**config.mk**
```make
export PLATFORM = sky130hd
export DESIGN_NAME = burst_rr_arbiter_flat
export DESIGN_NICKNAME = d
export VERILOG_FILES = /design/src/rtl/burst_rr_arbiter_if.sv /design/src/rtl/burst_rr_arbiter.sv /design/src/flat_wrapper.sv
export SDC_FILE = /design/constraint.sdc
export NUM_CORES = 1
export LEC_CHECK = 0
export BUFFER_PORTS_ARGS = -buffer_cell sky130_fd_sc_hd__buf_4
export CAP_MARGIN = 20
export CORE_MARGIN = 4
export CORE_UTILIZATION = 45
export CTS_CLUSTER_DIAMETER = 150
export DETAILED_ROUTE_END_ITERATION = 16
export PLACE_DENSITY = 0.81
export SYNTH_ARGS = -nofsm -noshare
export SYNTH_HDL_FRONTEND = slang
export SYNTH_SLANG_ARGS = --single-unit
```
**constraint.sdc**
```tcl
create_clock -name clk -period 1.81 [get_ports clk]
set_input_delay 0.543 -clock clk [delete_from_list [all_inputs] [get_ports clk]]
set_output_delay 0.543 -clock clk [all_outputs]
set_load 0.01 [all_outputs]
```
**src/rtl/burst_rr_arbiter_if.sv**
```systemverilog
// rtl/burst_rr_arbiter_if.sv - requester/resource bus shared by the burst round-robin arbiter
interface burst_rr_arbiter_if #(
  parameter int NUM_REQ = 4,
  parameter int LEN_W   = 4,
  parameter int PTR_W   = $clog2(NUM_REQ)
);
  logic [NUM_REQ-1:0]       req;
  logic [NUM_REQ*LEN_W-1:0] req_len;
  logic                     beat;
  logic [NUM_REQ-1:0]       gnt;
  logic [PTR_W-1:0]         gnt_id;
  logic                     busy;
  logic                     last;
  logic                     xfer_done;

  modport master (
    output req, req_len, beat,
    input  gnt, gnt_id, busy, last, xfer_done
  );

  modport slave (
    input  req, req_len, beat,
    output gnt, gnt_id, busy, last, xfer_done
  );
endinterface

```
**src/rtl/burst_rr_arbiter.sv**
```systemverilog
// rtl/burst_rr_arbiter.sv - round-robin arbiter holding each grant for a full burst
// Re-arbitrates on the final beat so back-to-back bursts have no dead cycle.
module burst_rr_arbiter #(
  parameter int NUM_REQ = 4,
  parameter int LEN_W   = 4,
  parameter int PTR_W   = $clog2(NUM_REQ)
) (
  input logic                clk,
  input logic                rst,
  burst_rr_arbiter_if.slave  bus
);
  typedef enum logic {S_IDLE, S_BUSY} state_t;

  state_t             r_state, w_state_nxt;
  logic [PTR_W-1:0]   r_rr_ptr, w_rr_ptr_nxt;
  logic [LEN_W-1:0]   r_cnt, w_cnt_nxt;
  logic [LEN_W-1:0]   r_len_q, w_len_q_nxt;
  logic [NUM_REQ-1:0] r_gnt, w_gnt_nxt;
  logic [PTR_W-1:0]   r_gnt_id, w_gnt_id_nxt;
  logic               r_busy, w_busy_nxt;
  logic               r_xfer_done, w_xfer_done_nxt;

  logic               w_last;
  logic [PTR_W-1:0]   w_base;
  logic [PTR_W-1:0]   w_win;
  logic               w_found;
  logic               w_arb;

  assign w_last = r_busy && (r_cnt == r_len_q);

  // On the final beat the scan starts after the finishing owner, which is where rr_ptr is about to land.
  assign w_base = (r_state == S_BUSY) ? r_gnt_id : r_rr_ptr;

  always_comb begin
    w_found = 1'b0;
    w_win   = '0;
    for (int k = 1; k <= NUM_REQ; k++) begin
      if (!w_found && bus.req[(int'(w_base) + k) % NUM_REQ]) begin
        w_found = 1'b1;
        w_win   = PTR_W'((int'(w_base) + k) % NUM_REQ);
      end
    end
  end

  always_ff @(posedge clk) begin
    if (rst) begin
      r_state     <= S_IDLE;
      r_rr_ptr    <= PTR_W'(NUM_REQ - 1);
      r_cnt       <= '0;
      r_len_q     <= '0;
      r_gnt       <= '0;
      r_gnt_id    <= '0;
      r_busy      <= 1'b0;
      r_xfer_done <= 1'b0;
    end else begin
      r_state     <= w_state_nxt;
      r_rr_ptr    <= w_rr_ptr_nxt;
      r_cnt       <= w_cnt_nxt;
      r_len_q     <= w_len_q_nxt;
      r_gnt       <= w_gnt_nxt;
      r_gnt_id    <= w_gnt_id_nxt;
      r_busy      <= w_busy_nxt;
      r_xfer_done <= w_xfer_done_nxt;
    end
  end

  always_comb begin
    w_state_nxt     = r_state;
    w_rr_ptr_nxt    = r_rr_ptr;
    w_cnt_nxt       = r_cnt;
    w_len_q_nxt     = r_len_q;
    w_gnt_nxt       = r_gnt;
    w_gnt_id_nxt    = r_gnt_id;
    w_busy_nxt      = r_busy;
    w_xfer_done_nxt = 1'b0;
    w_arb           = 1'b0;

    case (r_state)
      S_IDLE: begin
        if (w_found) w_arb = 1'b1;
      end
      S_BUSY: begin
        if (bus.beat) begin
          if (w_last) begin
            w_rr_ptr_nxt    = r_gnt_id;
            w_xfer_done_nxt = 1'b1;
            if (w_found) begin
              w_arb = 1'b1;
            end else begin
              w_gnt_nxt   = '0;
              w_busy_nxt  = 1'b0;
              w_state_nxt = S_IDLE;
            end
          end else begin
            w_cnt_nxt = r_cnt + LEN_W'(1);
          end
        end
      end
      default: w_state_nxt = S_IDLE;
    endcase

    if (w_arb) begin
      w_gnt_nxt    = NUM_REQ'(1) << w_win;
      w_gnt_id_nxt = w_win;
      w_len_q_nxt  = bus.req_len[int'(w_win) * LEN_W +: LEN_W];
      w_cnt_nxt    = '0;
      w_busy_nxt   = 1'b1;
      w_state_nxt  = S_BUSY;
    end
  end

  assign bus.gnt       = r_gnt;
  assign bus.gnt_id    = r_gnt_id;
  assign bus.busy      = r_busy;
  assign bus.last      = w_last;
  assign bus.xfer_done = r_xfer_done;
endmodule

```
**src/flat_wrapper.sv**
```systemverilog
// flat-port wrapper written by rule: the top's interface ports become plain ports
module burst_rr_arbiter_flat 
#(
  parameter int NUM_REQ = 4,
  parameter int LEN_W   = 4,
  parameter int PTR_W   = $clog2(NUM_REQ)
)
  (clk, rst, bus_req, bus_req_len, bus_beat, bus_gnt, bus_gnt_id, bus_busy, bus_last, bus_xfer_done);
  burst_rr_arbiter_if #(.NUM_REQ(NUM_REQ), .LEN_W(LEN_W), .PTR_W(PTR_W)) bus_i ();
  input logic clk;
  input logic rst;
  input wire logic [$bits(bus_i.req)-1:0] bus_req;
  input wire logic [$bits(bus_i.req_len)-1:0] bus_req_len;
  input wire logic [$bits(bus_i.beat)-1:0] bus_beat;
  output wire logic [$bits(bus_i.gnt)-1:0] bus_gnt;
  output wire logic [$bits(bus_i.gnt_id)-1:0] bus_gnt_id;
  output wire logic [$bits(bus_i.busy)-1:0] bus_busy;
  output wire logic [$bits(bus_i.last)-1:0] bus_last;
  output wire logic [$bits(bus_i.xfer_done)-1:0] bus_xfer_done;
  assign bus_i.req = bus_req;
  assign bus_i.req_len = bus_req_len;
  assign bus_i.beat = bus_beat;
  assign bus_gnt = bus_i.gnt;
  assign bus_gnt_id = bus_i.gnt_id;
  assign bus_busy = bus_i.busy;
  assign bus_last = bus_i.last;
  assign bus_xfer_done = bus_i.xfer_done;
  burst_rr_arbiter #(.NUM_REQ(NUM_REQ), .LEN_W(LEN_W), .PTR_W(PTR_W)) u_core (.clk(clk), .rst(rst), .bus(bus_i));
endmodule
```
Yosys cells after proc, flatten, opt, wreduce, memory -nomap -nowiden
Cells that the tools add are included.
- flip-flop bits (word level): 19
- logic and storage cells: 87
- input bits: 23
- output and inout port bits: 9
- mux-type cells: 40
- bitwise gates (word level): 7
- $lt $le $gt $ge: 4
- reduce and logical (&&, ||, !) cells: 19
- add/subtract/negate cells: 5
- eq/ne operators: 2
- shifts and indexed selects: 2
- operators with widths (cell ; number):
    2-to-1 mux 1 bit ; 25
    2-to-1 mux 4 bit ; 5
    < comparator 3 x 4 -> 1 bit, second input constant ; 4
    indexed part select 16 x 5 -> 4 bit ; 1
    2-to-1 mux 2 bit ; 5
    OR reduction 2 bit ; 5
    binary-select mux 1 bit (select 2 bit) ; 4
    AND reduction 3 bit ; 2
    nonzero test 2 bit ; 3
    adder 2 x 1 -> 2 bit, second input constant ; 2
    adder 2 bit, second input constant ; 2
    adder 4 x 1 -> 4 bit, second input constant ; 1
    bitwise AND 1 bit, first input constant ; 4
    equality test 4 bit ; 1
    logical AND 1 bit ; 4
    AND reduction 4 bit ; 1
    << shifter 1 x 2 -> 4 bit, first input constant ; 1
    logical NOT 1 bit ; 3
    inverter 1 bit ; 3
    OR reduction 3 bit ; 1
    != test 2 bit, second input constant ; 1
    case mux 1 bit (2 select lines) ; 1

Longest topological paths before layout
Gate-level depths: netlist of run 1.
- depth after elaboration: 23
- mapped depth: 8
- depth with buffers taken out: 6

Least setup slack after synthesis of run 1
No wires, ideal clock.
- path kind: input to register
- from: input bus_req[1]
- to: register u_core.r_gnt[3] (netlist: u_core.bus.gnt[3])
- stages: 7
- data required time: 1739 ps
- slack: -73 ps
- buffers on the path: 1
- setup time: 71 ps
- arrival time: 1812 ps
- path through: nor2b_1 o221ai_1 a21oi_1 or3_1 clkbuf_2 or3_1 a21oi_1
- cells in the longest elaborated chain, start to end: 19
- elaborated cells between the ends (all ways): 37
- those cells by class: 1 x eq/ne; 1 x shift; 25 x mux; 10 x reduce/logical
- ends and longest elaborated chain (what ; RTL line ; source):
    start, declared ; flat_wrapper.sv:12 ; input wire logic [$bits(bus_i.req)-1:0] bus_req;
    binary-select mux 1 bit (select 2 bit) ; burst_rr_arbiter.sv:38 ; if (!w_found && bus.req[(int'(w_base) + k) % NUM_REQ]) begin
    2-to-1 mux 1 bit (not written as such) (2 in series) ; burst_rr_arbiter.sv:38 ;
    2-to-1 mux 1 bit ; burst_rr_arbiter.sv:38 ;
    logical NOT 1 bit ; burst_rr_arbiter.sv:38 ;
    logical AND 1 bit ; burst_rr_arbiter.sv:38 ;
    2-to-1 mux 1 bit ; burst_rr_arbiter.sv:38 ;
    logical NOT 1 bit ; burst_rr_arbiter.sv:38 ;
    logical AND 1 bit ; burst_rr_arbiter.sv:38 ;
    [2 not listed] ; -- ;
    logical AND 1 bit ; burst_rr_arbiter.sv:38 ;
    2-to-1 mux 1 bit ; burst_rr_arbiter.sv:38 ;
    2-to-1 mux 1 bit ; burst_rr_arbiter.sv:80, burst_rr_arbiter.sv:87 ;
    2-to-1 mux 1 bit ; burst_rr_arbiter.sv:84 ; if (w_last) begin
    2-to-1 mux 1 bit ; burst_rr_arbiter.sv:83 ; if (bus.beat) begin
    case mux 1 bit (2 select lines) ; burst_rr_arbiter.sv:78 ; case (r_state)
    != test 2 bit (no source line) or nonzero test 2 bit (tied branches) ; -- ;
    AND reduction 4 bit (no source line) ; -- ;
    end signal, assigned ; burst_rr_arbiter.sv:60 ; r_gnt <= w_gnt_nxt;
    end, declared ; burst_rr_arbiter.sv:18 ; logic [NUM_REQ-1:0] r_gnt, w_gnt_nxt;
Several ways; a longest one is shown, not always the timed one. The select of a mux whose other input is x is not followed.
A chain may end at the register's enable or synchronous reset.

Final worst setup path of run 1
- from: register u_core.r_cnt[2]
- to: output bus_last
- cells in the longest elaborated chain, start to end: 2
- ends and longest elaborated chain (what ; RTL line ; source):
    start, declared ; burst_rr_arbiter.sv:16 ; logic [LEN_W-1:0] r_cnt, w_cnt_nxt;
    start signal, assigned ; burst_rr_arbiter.sv:58 ; r_cnt <= w_cnt_nxt;
    equality test 4 bit ; burst_rr_arbiter.sv:29 ; assign w_last = r_busy && (r_cnt == r_len_q);
    logical AND 1 bit ; burst_rr_arbiter.sv:29 ;
    end, declared ; flat_wrapper.sv:18 ; output wire logic [$bits(bus_i.last)-1:0] bus_last;
Every way passes these cells.

==> results of run 1 <==
## power by group through the flow
stage | clock network, uW | registers, uW | logic (uW)
4_1_cts | 223 | 477 | 447
3_5_place_dp | 0 | 483 | 406
2_1_floorplan | 0 | 487 | 212
6_report | 228 | 481 | 483
3_3_place_gp | 0 | 481 | 386
5_1_grt | 253 | 485 | 516
## area by class of cell
class / count / share of cell area
Multi-Input combinational cell: 96 / 0.426
Timing Repair Buffer: 67 / 0.303
Sequential cell: 19 / 0.225
Tap cell: 28 / 0.0200
Clock buffer: 3 / 0.0129
Inverter: 5 / 0.0107
Clock inverter: 1 / 0.00286
## registers in the layout, indices dropped and copies added (netlist names)
register,count
u_core.bus.busy,1
u_core.bus.gnt,4
u_core.bus.gnt_id,2
u_core.bus.xfer_done,1
u_core.r_cnt,4
u_core.r_len_q,4
u_core.r_rr_ptr,2
u_core.r_state,1
## final timing paths
kind / start / endpoint / depth (start not counted)
hold / removal: u_core.bus.gnt[3] / u_core.bus.gnt[3] / 2
hold reg to reg: u_core.bus.gnt[3] / u_core.bus.gnt[3] / 2
setup / recovery: u_core.r_cnt[2] / bus_last / 5
setup reg to reg: u_core.r_cnt[2] / u_core.bus.busy / 7
## synthesized netlist by cell type (2+ instances only)
cell type	instances
o31ai_1	2
nor4_1	2
nand2_1	14
xnor2_1	5
mux2i_1	12
buf_6	2
nor3_1	5
mux2_2	6
clkbuf_1	2
o22ai_1	4
dfxtp_1	19
a21oi_1	3
inv_1	4
nor2_1	12
or3_1	3
a32oi_1	2
xor2_1	2
nor2b_1	3
o211ai_1	2
nand3_1	7
## per-layer routing
metal | track usage | vias to the layer above | routed length, um
met5 | 0 | - | 0
met4 | 0.106 | 0 | 163
met3 | 0.0226 | 16 | 152
li1 | - | 583 | -
met1 | 0.224 | 577 | 1320
met2 | 0.436 | 35 | 2060
## kinds of logic after synthesis
| group | Yosys count | share of synthesized area |
|---|---|---|
| muxes | 18 | 0.171 |
| DFF | 19 | 0.347 |
| xor gates and xnor gates | 7 | 0.0560 |
| AOI/OAI and AO/OA | 21 | 0.150 |
| and+or+nand+nor | 49 | 0.208 |
| adders and majority gates | 1 | 0.0114 |
| buffers and inverters | 11 | 0.0560 |
## metrics by stage
step	hold WS, ns	TNS, ns	cell area [um^2]	instances
global placement	0.447	-2.34	1570	210
floorplan	0.459	-0.106	1100	126
detailed placement	0.469	-2.96	1570	210
CTS	0.488	-0.367	1680	217
global route	0.492	-1.55	1750	219
finish	0.491	-0.431	1750	219
## worst min-delay path, delay by kind of cell (launching register included)
kind / cells / cell delay, ns
compound gates: 1 / 0.05
flops: 1 / 0.34
simple gates: 1 / 0.06
## repair_timing
action | 4_1_cts | 5_1_grt
pin swaps | 10 | 3
setup buffers | 3 | 2
gates resized for setup | 19 | 12
setup endpoints to repair | 16 | 12
==> key figures, run 1 <==
Placement
  • IO buf count: 31
  • Setup WS pre-CTS: -0.341 ns
  • DP HPWL: 2.57 mm
  • GPL Wtd Cong: 0.860

STA
  • Max-slew violations: 0
  • Clock Skews: 0.0122 ns
  • Worst-Margin Slew: 0.432 ns
  • Setup violators final: 8
  • Fin crit share: 1.07
  • Slack of the critical path: -0.127 ns
  • RSZ-0062 raised after global routing: true
  • Endpoints failing hold: 0
  • Slew HR: 0.710
  • Crit path time final: 1.94 ns
  • Max Clk Rate: 516 MHz

Routing
  • Antenna Nets Post-Route: 0
  • Iteration-0 DRC Markers: 51
  • Post-route DRC: 0
  • Drt wl/cell: 16.9 um
  • Total Routed Length: 3.70 mm
  • Vias per Instance: 5.53
  • Detailed Routing Iterations Pass 1: 4
  • Via Count: 1211

Global route
  • Initial antenna violation count: 0
  • First-pass GRT wire length: 5.69 mm
  • Total gr overflow: 0
  • Total Routing Usage GR: 0.220
  • Pin count of the biggest net entering global routing: 14
  • Vias in the first global route: 1296

CTS
  • Skew-Pair Late Insertion Delay: 0.31 ns
  • CTS tree: done
  • CTS max path bufs: 2
  • Htree depth: 1
  • CTS Sinks: 19
  • Worst-path clk slew: 0.12 ns
  • Cts hold-fix bufs: 0
  • CTS Root Cell: clkbuf_4
  • Number of CTS-inserted buffers: 3

Floorplanning
  • Die width: 57.3 um
  • Core ar.: 2250 um^2
  • I/O pin count: 32
  • Die height: 57.3 um
  • Rows: 17
  • Die area: 3290 um^2
  • Starting Density: 0.486

Cells and area
  • Layout cells sized above 1: 0.529
  • Area Growth Syn to Fin: 60.0%
  • Final design utilization: 0.777
  • # diodes: 0
  • Reg area: 394 um^2
  • # nets final: 216
  • Area of the multi-input gates: 746 um^2
  • Fill count: 160
  • Most common cell after layout, fill and taps aside: buf_4
  • Most frequent cells in the layout: buf_4 (62), nand2_1 (14), nor2_1 (11), mux2i_1 (10), dfxtp_1 (10)

Pwr
  • Int Pwr: 807 uW
  • P_sw: 385 uW
  • Final Total Pwr: 1190 uW
  • Pwr dens: 680 nW/um^2
  • Sw frac: 0.323
  • Clk pwr share: 0.191
  • Combinational Power Share: 0.405
  • Sequential power share: 0.404
  • Leak: 0.000811 uW
  • Peak supply drop: 0.672 mV

Synth
  • Sequential area share after synthesis: 0.347
  • Top FF cell, synth: dfxtp_1
  • Synth Net Count: 150
  • #FFs+latches synth: 19
  • Synth Cell Area: 1090 um^2
  • Post-synth EDFFs: 0
  • Syn Area/Cell: 8.69 um^2
  • Async set-reset flop share out of synthesis: 0
  • Post-synth top area share: 0.347
  • Yosys top cell by area: dfxtp_1
  • Mapped Cells: 126
  • Distinct cells, synth: 35
  • Area contributors post-synth: dfxtp_1 (35%), mux2i_1 (11%), mux2_2 (6.2%)
  • Synth Warn #: 0

Worst setup path
  • CP required: 1.27 ns
  • CP max stage delay: 0.35 ns
  • Setup CP Type: reg2out
  • Crit end category: output pin
  • Reg2reg setup slack: -0.08 ns
  • CP Max Fanout: 4
  • CP top delay family: flip-flops
  • Startpoint Class: flop
  • CP Buf/Inv Count: 2
  • CP max stage cell: dfxtp_2
  • CP cell instances: xnor2_1 > nand3_1 > buf_6 > nor2_4 > buf_6
  • Arrival time at the worst endpoint: 1.39 ns
  • Worst path most repeated cell: buf_6

Run
  • Max cap viols: 0

Run status
  • Status: finished with violations
  • Failing checks: negative setup slack

Hold path
  • Hold Path Class: reg2reg
(Power assumes the default switching activity.)
==> inputs of run 2 (changes only) <==
CORE_ASPECT_RATIO = 0.75   (was unset)
==> run 2 against run 1 <==
  * The run still ends with negative setup slack left
  * Largest cell class unchanged
  * Combinational power grew 5.8%
  * Non-clock buffer count rose by 2
  * Global-route usage fell by 1.7 points
  * Core utilization is 0.19 points higher
  * Clock skew shrank 0.0065 ns
  * Sequential power about the same
  * Routed wire length fell by 3.0%
  * Critical path type unchanged
  * Final cell count is 3.7% higher
  * Fmax up 3.0%
  * Clock-buffer cell count up 1
==> key figures, run 2 (same netlist as run 1, synthesis figures left out) <==
CTS
  • Htree depth: 1 (unchanged)
  • Number of CTS-inserted buffers: 3 (unchanged)
  • CTS max path bufs: 2 (unchanged)
  • Skew-Pair Late Insertion Delay: 0.30 ns (was 0.31 ns)
  • CTS Sinks: 19 (unchanged)
  • Cts hold-fix bufs: 0 (unchanged)
  • Worst-path clk slew: 0.11 ns (was 0.12 ns)
  • CTS Root Cell: clkbuf_4 (unchanged)
  • CTS tree: done (unchanged)

Global route
  • Grt met2 use: 0.392 (was 0.436)
  • Total gr overflow: 0 (unchanged)
  • Pin count of the biggest net entering global routing: 14 (unchanged)
  • Most Used Layer, Global Route: met2 (unchanged)
  • Total Routing Usage GR: 0.202 (was 0.220)
  • Vias in the first global route: 1282 (was 1296)
  • Met3 Use GR: 0.0537 (was 0.0226)
  • First-pass GRT wire length: 5.23 mm (was 5.69 mm)
  • Initial antenna violation count: 0 (unchanged)
  • Met1 Use GR: 0.206 (was 0.224)

Cells and area
  • Area Growth Syn to Fin: 64.2% (was 60.0%)
  • Most common cell after layout, fill and taps aside: buf_4 (unchanged)
  • Most frequent cells in the layout: buf_4 (63), nand2_1 (13), dfxtp_1 (12), nor2_1 (11), mux2i_1 (10) (was buf_4 (62), nand2_1 (14), nor2_1 (11), mux2i_1 (10), dfxtp_1 (10))
  • Fill count: 149 (was 160)
  • Layout cells sized above 1: 0.534 (was 0.529)
  • Final Cell Area: 1800 um^2 (was 1750 um^2)
  • # nets final: 218 (was 216)
  • # diodes: 0 (unchanged)

STA
  • Endpoints failing hold: 0 (unchanged)
  • Worst-Margin Slew: 0.286 ns (was 0.432 ns)
  • RSZ-0062 raised after global routing: true (unchanged)
  • Slack of the critical path: -0.0711 ns (was -0.127 ns)
  • Fin crit share: 1.04 (was 1.07)
  • Max-slew violations: 0 (unchanged)
  • Crit path time final: 1.88 ns (was 1.94 ns)
  • Clock Skews: 0.00573 ns (was 0.0122 ns)
  • Post-Route Setup TNS: -0.309 ns (was -0.431 ns)
  • Setup violators final: 6 (was 8)
  • Slew HR: 0.808 (was 0.710)
  • Max Clk Rate: 532 MHz (was 516 MHz)
  • Worst Hold Slack: 0.474 ns (was 0.491 ns)

Placement
  • GPL Wtd Cong: 0.872 (was 0.860)
  • Placed Area: 1560 um^2 (was 1570 um^2)
  • Setup WS pre-CTS: -0.341 ns (about the same)
  • IO buf count: 31 (unchanged)
  • DP HPWL: 2.41 mm (was 2.57 mm)

Routing
  • Post-route DRC: 0 (unchanged)
  • Drt wl/cell: 15.8 um (was 16.9 um)
  • Via Count: 1249 (was 1211)
  • Vias per Instance: 5.50 (was 5.53)
  • Antenna Nets Post-Route: 0 (unchanged)
  • Total Routed Length: 3.59 mm (was 3.70 mm)
  • Detailed Routing Iterations Pass 1: 4 (unchanged)
  • Iteration-0 DRC Markers: 47 (was 51)

Hold path
  • Worst hold endpoint: u_core.bus.gnt[3] (unchanged)
  • Hold_sp: u_core.bus.gnt[3] (unchanged)
  • WHS Path Cells: 2 (unchanged)
  • Hold Path Class: reg2reg (unchanged)

Worst setup path
  • RR Endpoint: u_core.r_len_q[2] (was u_core.bus.busy)
  • Setup CP Type: reg2out (unchanged)
  • Startpoint Class: flop (unchanged)
  • Worst R2R Path Depth: 7 (unchanged)
  • CP required: 1.27 ns (about the same)
  • Crit end category: output pin (unchanged)
  • Crit path launch: u_core.r_len_q[0] (was u_core.r_cnt[2])
  • Reg2reg setup slack: -0.06 ns (was -0.08 ns)
  • CP Max Fanout: 3 (was 4)
  • Arrival time at the worst endpoint: 1.34 ns (was 1.39 ns)
  • Worst r2r src: u_core.r_state (was u_core.r_cnt[2])

Run
  • Max cap viols: 0 (unchanged)

Floorplanning
  • Die width: 65.0 um (was 57.3 um)
  • Rows: 15 (was 17)
  • Starting Density: 0.474 (was 0.486)
  • I/O pin count: 32 (unchanged)
  • Die height: 50.7 um (was 57.3 um)
  • Die area: 3290 um^2 (about the same)
  • Core ar.: 2310 um^2 (was 2250 um^2)

Pwr
  • Leak: 0.000831 uW (was 0.000811 uW)
  • Pwr dens: 674 nW/um^2 (was 680 nW/um^2)
  • Final Total Pwr: 1210 uW (was 1190 uW)
  • Peak supply drop: 0.624 mV (was 0.672 mV)

Run status
  • Status: finished with violations (unchanged)
  • Failing checks: negative setup slack (unchanged)
[run 2: critical path, stage by stage, from the launching register on]
cell,delay [ns]
dfxtp_1,0.40
xnor2_1,0.13
nand2_1,0.11
buf_4,0.18
nor2_4,0.12
buf_6,0.11
[run 2: worst max path at each step]
| stage | to | slack (ns) |
|---|---|---|
| after floorplan | u_core.bus.gnt[3] | -0.07 |
| after global placement | u_core.bus.gnt[3] | -0.27 |
| after detailed placement | u_core.bus.gnt_id[1] | -0.34 |
| after CTS | u_core.r_len_q[1] | -0.05 |
| after global routing | u_core.r_len_q[0] | -0.12 |
| final | bus_last | -0.07 |
[run 2: layout make-up]
cell class / instances / area (um^2) / share of cell area
multi-input combinational: 96 / 769 / 0.428
tap: 34 / 42.5 / 0.0237
clock buffer: 4 / 26.3 / 0.0146
sequential: 19 / 392 / 0.218
inverter: 5 / 18.8 / 0.0104
timing repair buffer: 69 / 549 / 0.305
[run 2: report_power, final]
group,internal (uW),switching [uW]
combinational,285,226
sequential,450,29.5
clock,85.8,135
[run 2: timing repair]
item,4_1_cts,5_1_grt
resized for setup,23,12
pin swaps,9,7
setup endpoints to repair,16,12
buffers inserted,2,7
[run 2: stage by stage]
stage,instances,utilization
3_3_place_gp,214,0.676
6_report,227,0.779
5_1_grt,227,0.779
3_5_place_dp,214,0.676
4_1_cts,220,0.731
2_1_floorplan,126,-
[run 2: per-layer routing]
metal,share of wire,vias to the layer above
met5,0,-
met4,0.035,0
met3,0.064,14
met2,0.55,52
met1,0.35,591
li1,-,592
==> inputs of run 3 (changes only) <==
SKIP_LAST_GASP = 1   (was unset)
==> run 3 against run 2 <==
  * Largest cell class unchanged
  * Clock skew up 0.0027 ns
  * Critical endpoint is now u_core.r_len_q[2]
  * Clock power decreased by 3%
  * The run still ends with negative setup slack left
  * Via count down 1.1%
  * Core utilization is 1.1 points lower
  * Die area is the same
  * Critical path type is now reg2reg
==> key figures, run 3 (same netlist as run 1, synthesis figures left out) <==
STA
  • Crit path time final: 1.88 ns (about the same)
  • Fin crit share: 1.04 (about the same)
  • Endpoints failing hold: 0 (unchanged)
  • Setup violators final: 7 (was 6)
  • RSZ-0062 raised after global routing: true (unchanged)
  • Slew HR: 0.816 (was 0.808)
  • Clock Skews: 0.00842 ns (was 0.00573 ns)
  • Slack of the critical path: -0.0727 ns (was -0.0711 ns)
  • Max Clk Rate: 531 MHz (was 532 MHz)
  • Worst-Margin Slew: 0.273 ns (was 0.286 ns)
  • Max-slew violations: 0 (unchanged)
  • Post-Route Setup TNS: -0.358 ns (was -0.309 ns)

CTS
  • CTS tree: done (unchanged)
  • Skew-Pair Late Insertion Delay: 0.29 ns (was 0.30 ns)
  • Worst-path clk slew: 0.11 ns (about the same)
  • CTS Sinks: 19 (unchanged)
  • CTS max path bufs: 2 (unchanged)
  • CTS Root Cell: clkbuf_4 (unchanged)
  • Htree depth: 1 (unchanged)
  • Number of CTS-inserted buffers: 3 (unchanged)
  • Cts hold-fix bufs: 0 (unchanged)

Worst setup path
  • Arrival time at the worst endpoint: 2.11 ns (was 1.34 ns)
  • CP max stage delay: 0.38 ns (was 0.40 ns)
  • Setup CP Type: reg2reg (was reg2out)
  • CP max stage cell: dfxtp_4 (was dfxtp_1)
  • Startpoint Class: flop (unchanged)
  • CP cell instances: mux2_4 > mux2i_1 > a211o_1 > buf_12 > mux2i_1 > mux2_4 > o22ai_2 (was xnor2_1 > nand2_1 > buf_4 > nor2_4 > buf_6)
  • Worst R2R Path Depth: 7 (unchanged)
  • CP Max Fanout: 8 (was 3)
  • Crit end category: flop (was output pin)
  • CP required: 2.04 ns (was 1.27 ns)

Placement
  • DP HPWL: 2.41 mm (unchanged)
  • IO buf count: 31 (unchanged)
  • GPL Wtd Cong: 0.872 (unchanged)

Global route
  • Initial antenna violation count: 0 (unchanged)
  • Vias in the first global route: 1267 (was 1282)
  • Grt met2 use: 0.394 (was 0.392)
  • Pin count of the biggest net entering global routing: 14 (unchanged)
  • Met3 Use GR: 0.0515 (was 0.0537)
  • First-pass GRT wire length: 5.24 mm (was 5.23 mm)
  • Total Routing Usage GR: 0.202 (unchanged)
  • Most Used Layer, Global Route: met2 (unchanged)
  • Met1 Use GR: 0.209 (was 0.206)
  • Total gr overflow: 0 (unchanged)

Floorplanning
  • Die width: 65.0 um (unchanged)
  • Die height: 50.7 um (unchanged)
  • Die area: 3290 um^2 (unchanged)
  • I/O pin count: 32 (unchanged)
  • Rows: 15 (unchanged)
  • Starting Density: 0.474 (unchanged)
  • Core ar.: 2310 um^2 (unchanged)

Cells and area
  • Most common cell after layout, fill and taps aside: buf_4 (unchanged)
  • Final design utilization: 0.768 (was 0.779)
  • Layout cells sized above 1: 0.529 (was 0.534)
  • Most frequent cells in the layout: buf_4 (62), nand2_1 (13), dfxtp_1 (12), nor2_1 (11), mux2i_1 (10) (was buf_4 (63), nand2_1 (13), dfxtp_1 (12), nor2_1 (11), mux2i_1 (10))
  • # diodes: 0 (unchanged)
  • # nets final: 216 (was 218)
  • Area Growth Syn to Fin: 61.9% (was 64.2%)

Pwr
  • Pwr dens: 670 nW/um^2 (was 674 nW/um^2)
  • Peak supply drop: 0.603 mV (was 0.624 mV)
  • Leak: 0.000823 uW (was 0.000831 uW)

Routing
  • Iteration-0 DRC Markers: 38 (was 47)
  • Drt wl/cell: 15.3 um (was 15.8 um)
  • Total Routed Length: 3.43 mm (was 3.59 mm)
  • Post-route DRC: 0 (unchanged)
  • Via Count: 1235 (was 1249)
  • Vias per Instance: 5.49 (was 5.50)
  • Detailed Routing Iterations Pass 1: 4 (unchanged)
  • Antenna Nets Post-Route: 0 (unchanged)

Run status
  • Status: finished with violations (unchanged)
  • Failing checks: negative setup slack (unchanged)

Hold path
  • WHS Path Cells: 2 (unchanged)
  • Hold Path Class: reg2reg (unchanged)

Run
  • Max cap viols: 0 (unchanged)
## run 3: metrics by stage
stage	power [uW]	worst slack, ns	instance area (um^2)	hold slack, ns	cells
3_5_place_dp	883	-0.341	1560	0.454	214
2_1_floorplan	699	-0.0704	1100	0.459	126
4_1_cts	1140	-0.0509	1680	0.475	220
6_report	1190	-0.0727	1770	0.482	225
3_3_place_gp	862	-0.266	1560	0.452	214
5_1_grt	1250	-0.151	1770	0.493	225
## run 3: timing repair
action	in CTS	in global routing
pin swaps	9	7
setup endpoints to repair	16	16
buffers inserted	2	5
gates resized for setup	21	13
## run 3: report_power, final
| part | leakage [uW] | switching, uW | internal, uW |
|---|---|---|---|
| clock network | 0.0000150 | 127 | 85.7 |
| logic | 0.000649 | 218 | 277 |
| registers | 0.000159 | 29.8 | 450 |
## run 3: path summary, 6_finish.rpt
| check | startpoint | end | slack [ns] |
|---|---|---|---|
| worst min register to register | u_core.bus.gnt[3] | u_core.bus.gnt[3] | 0.48 |
| worst min-delay path | u_core.bus.gnt[3] | u_core.bus.gnt[3] | 0.48 |
| worst max register to register | u_core.r_state | u_core.r_len_q[2] | -0.07 |
| worst max-delay path | u_core.r_state | u_core.r_len_q[2] | -0.07 |
## run 3: final cells by class
class                   count  area [um^2]
fillers                   158          536
repair buffers             67          531
multi-input cells          96          763
clock buffers               4         26.3
flip-flops and latches     19          392
inverters                   5         18.8
well taps                  34         42.5
## run 3: routing by layer
metal	up-vias	part of all wire
li1	588	-
met1	581	0.36
met2	54	0.56
met3	12	0.059
met4	0	0.023
met5	-	0
## run 3: critical path, delay by kind of cell (launching register included)
kind / cells / cell delay [ns]
muxes: 4 / 0.84
buffers and inverters: 1 / 0.16
AOI/OAI and AO/OA: 2 / 0.44
DFF: 1 / 0.38
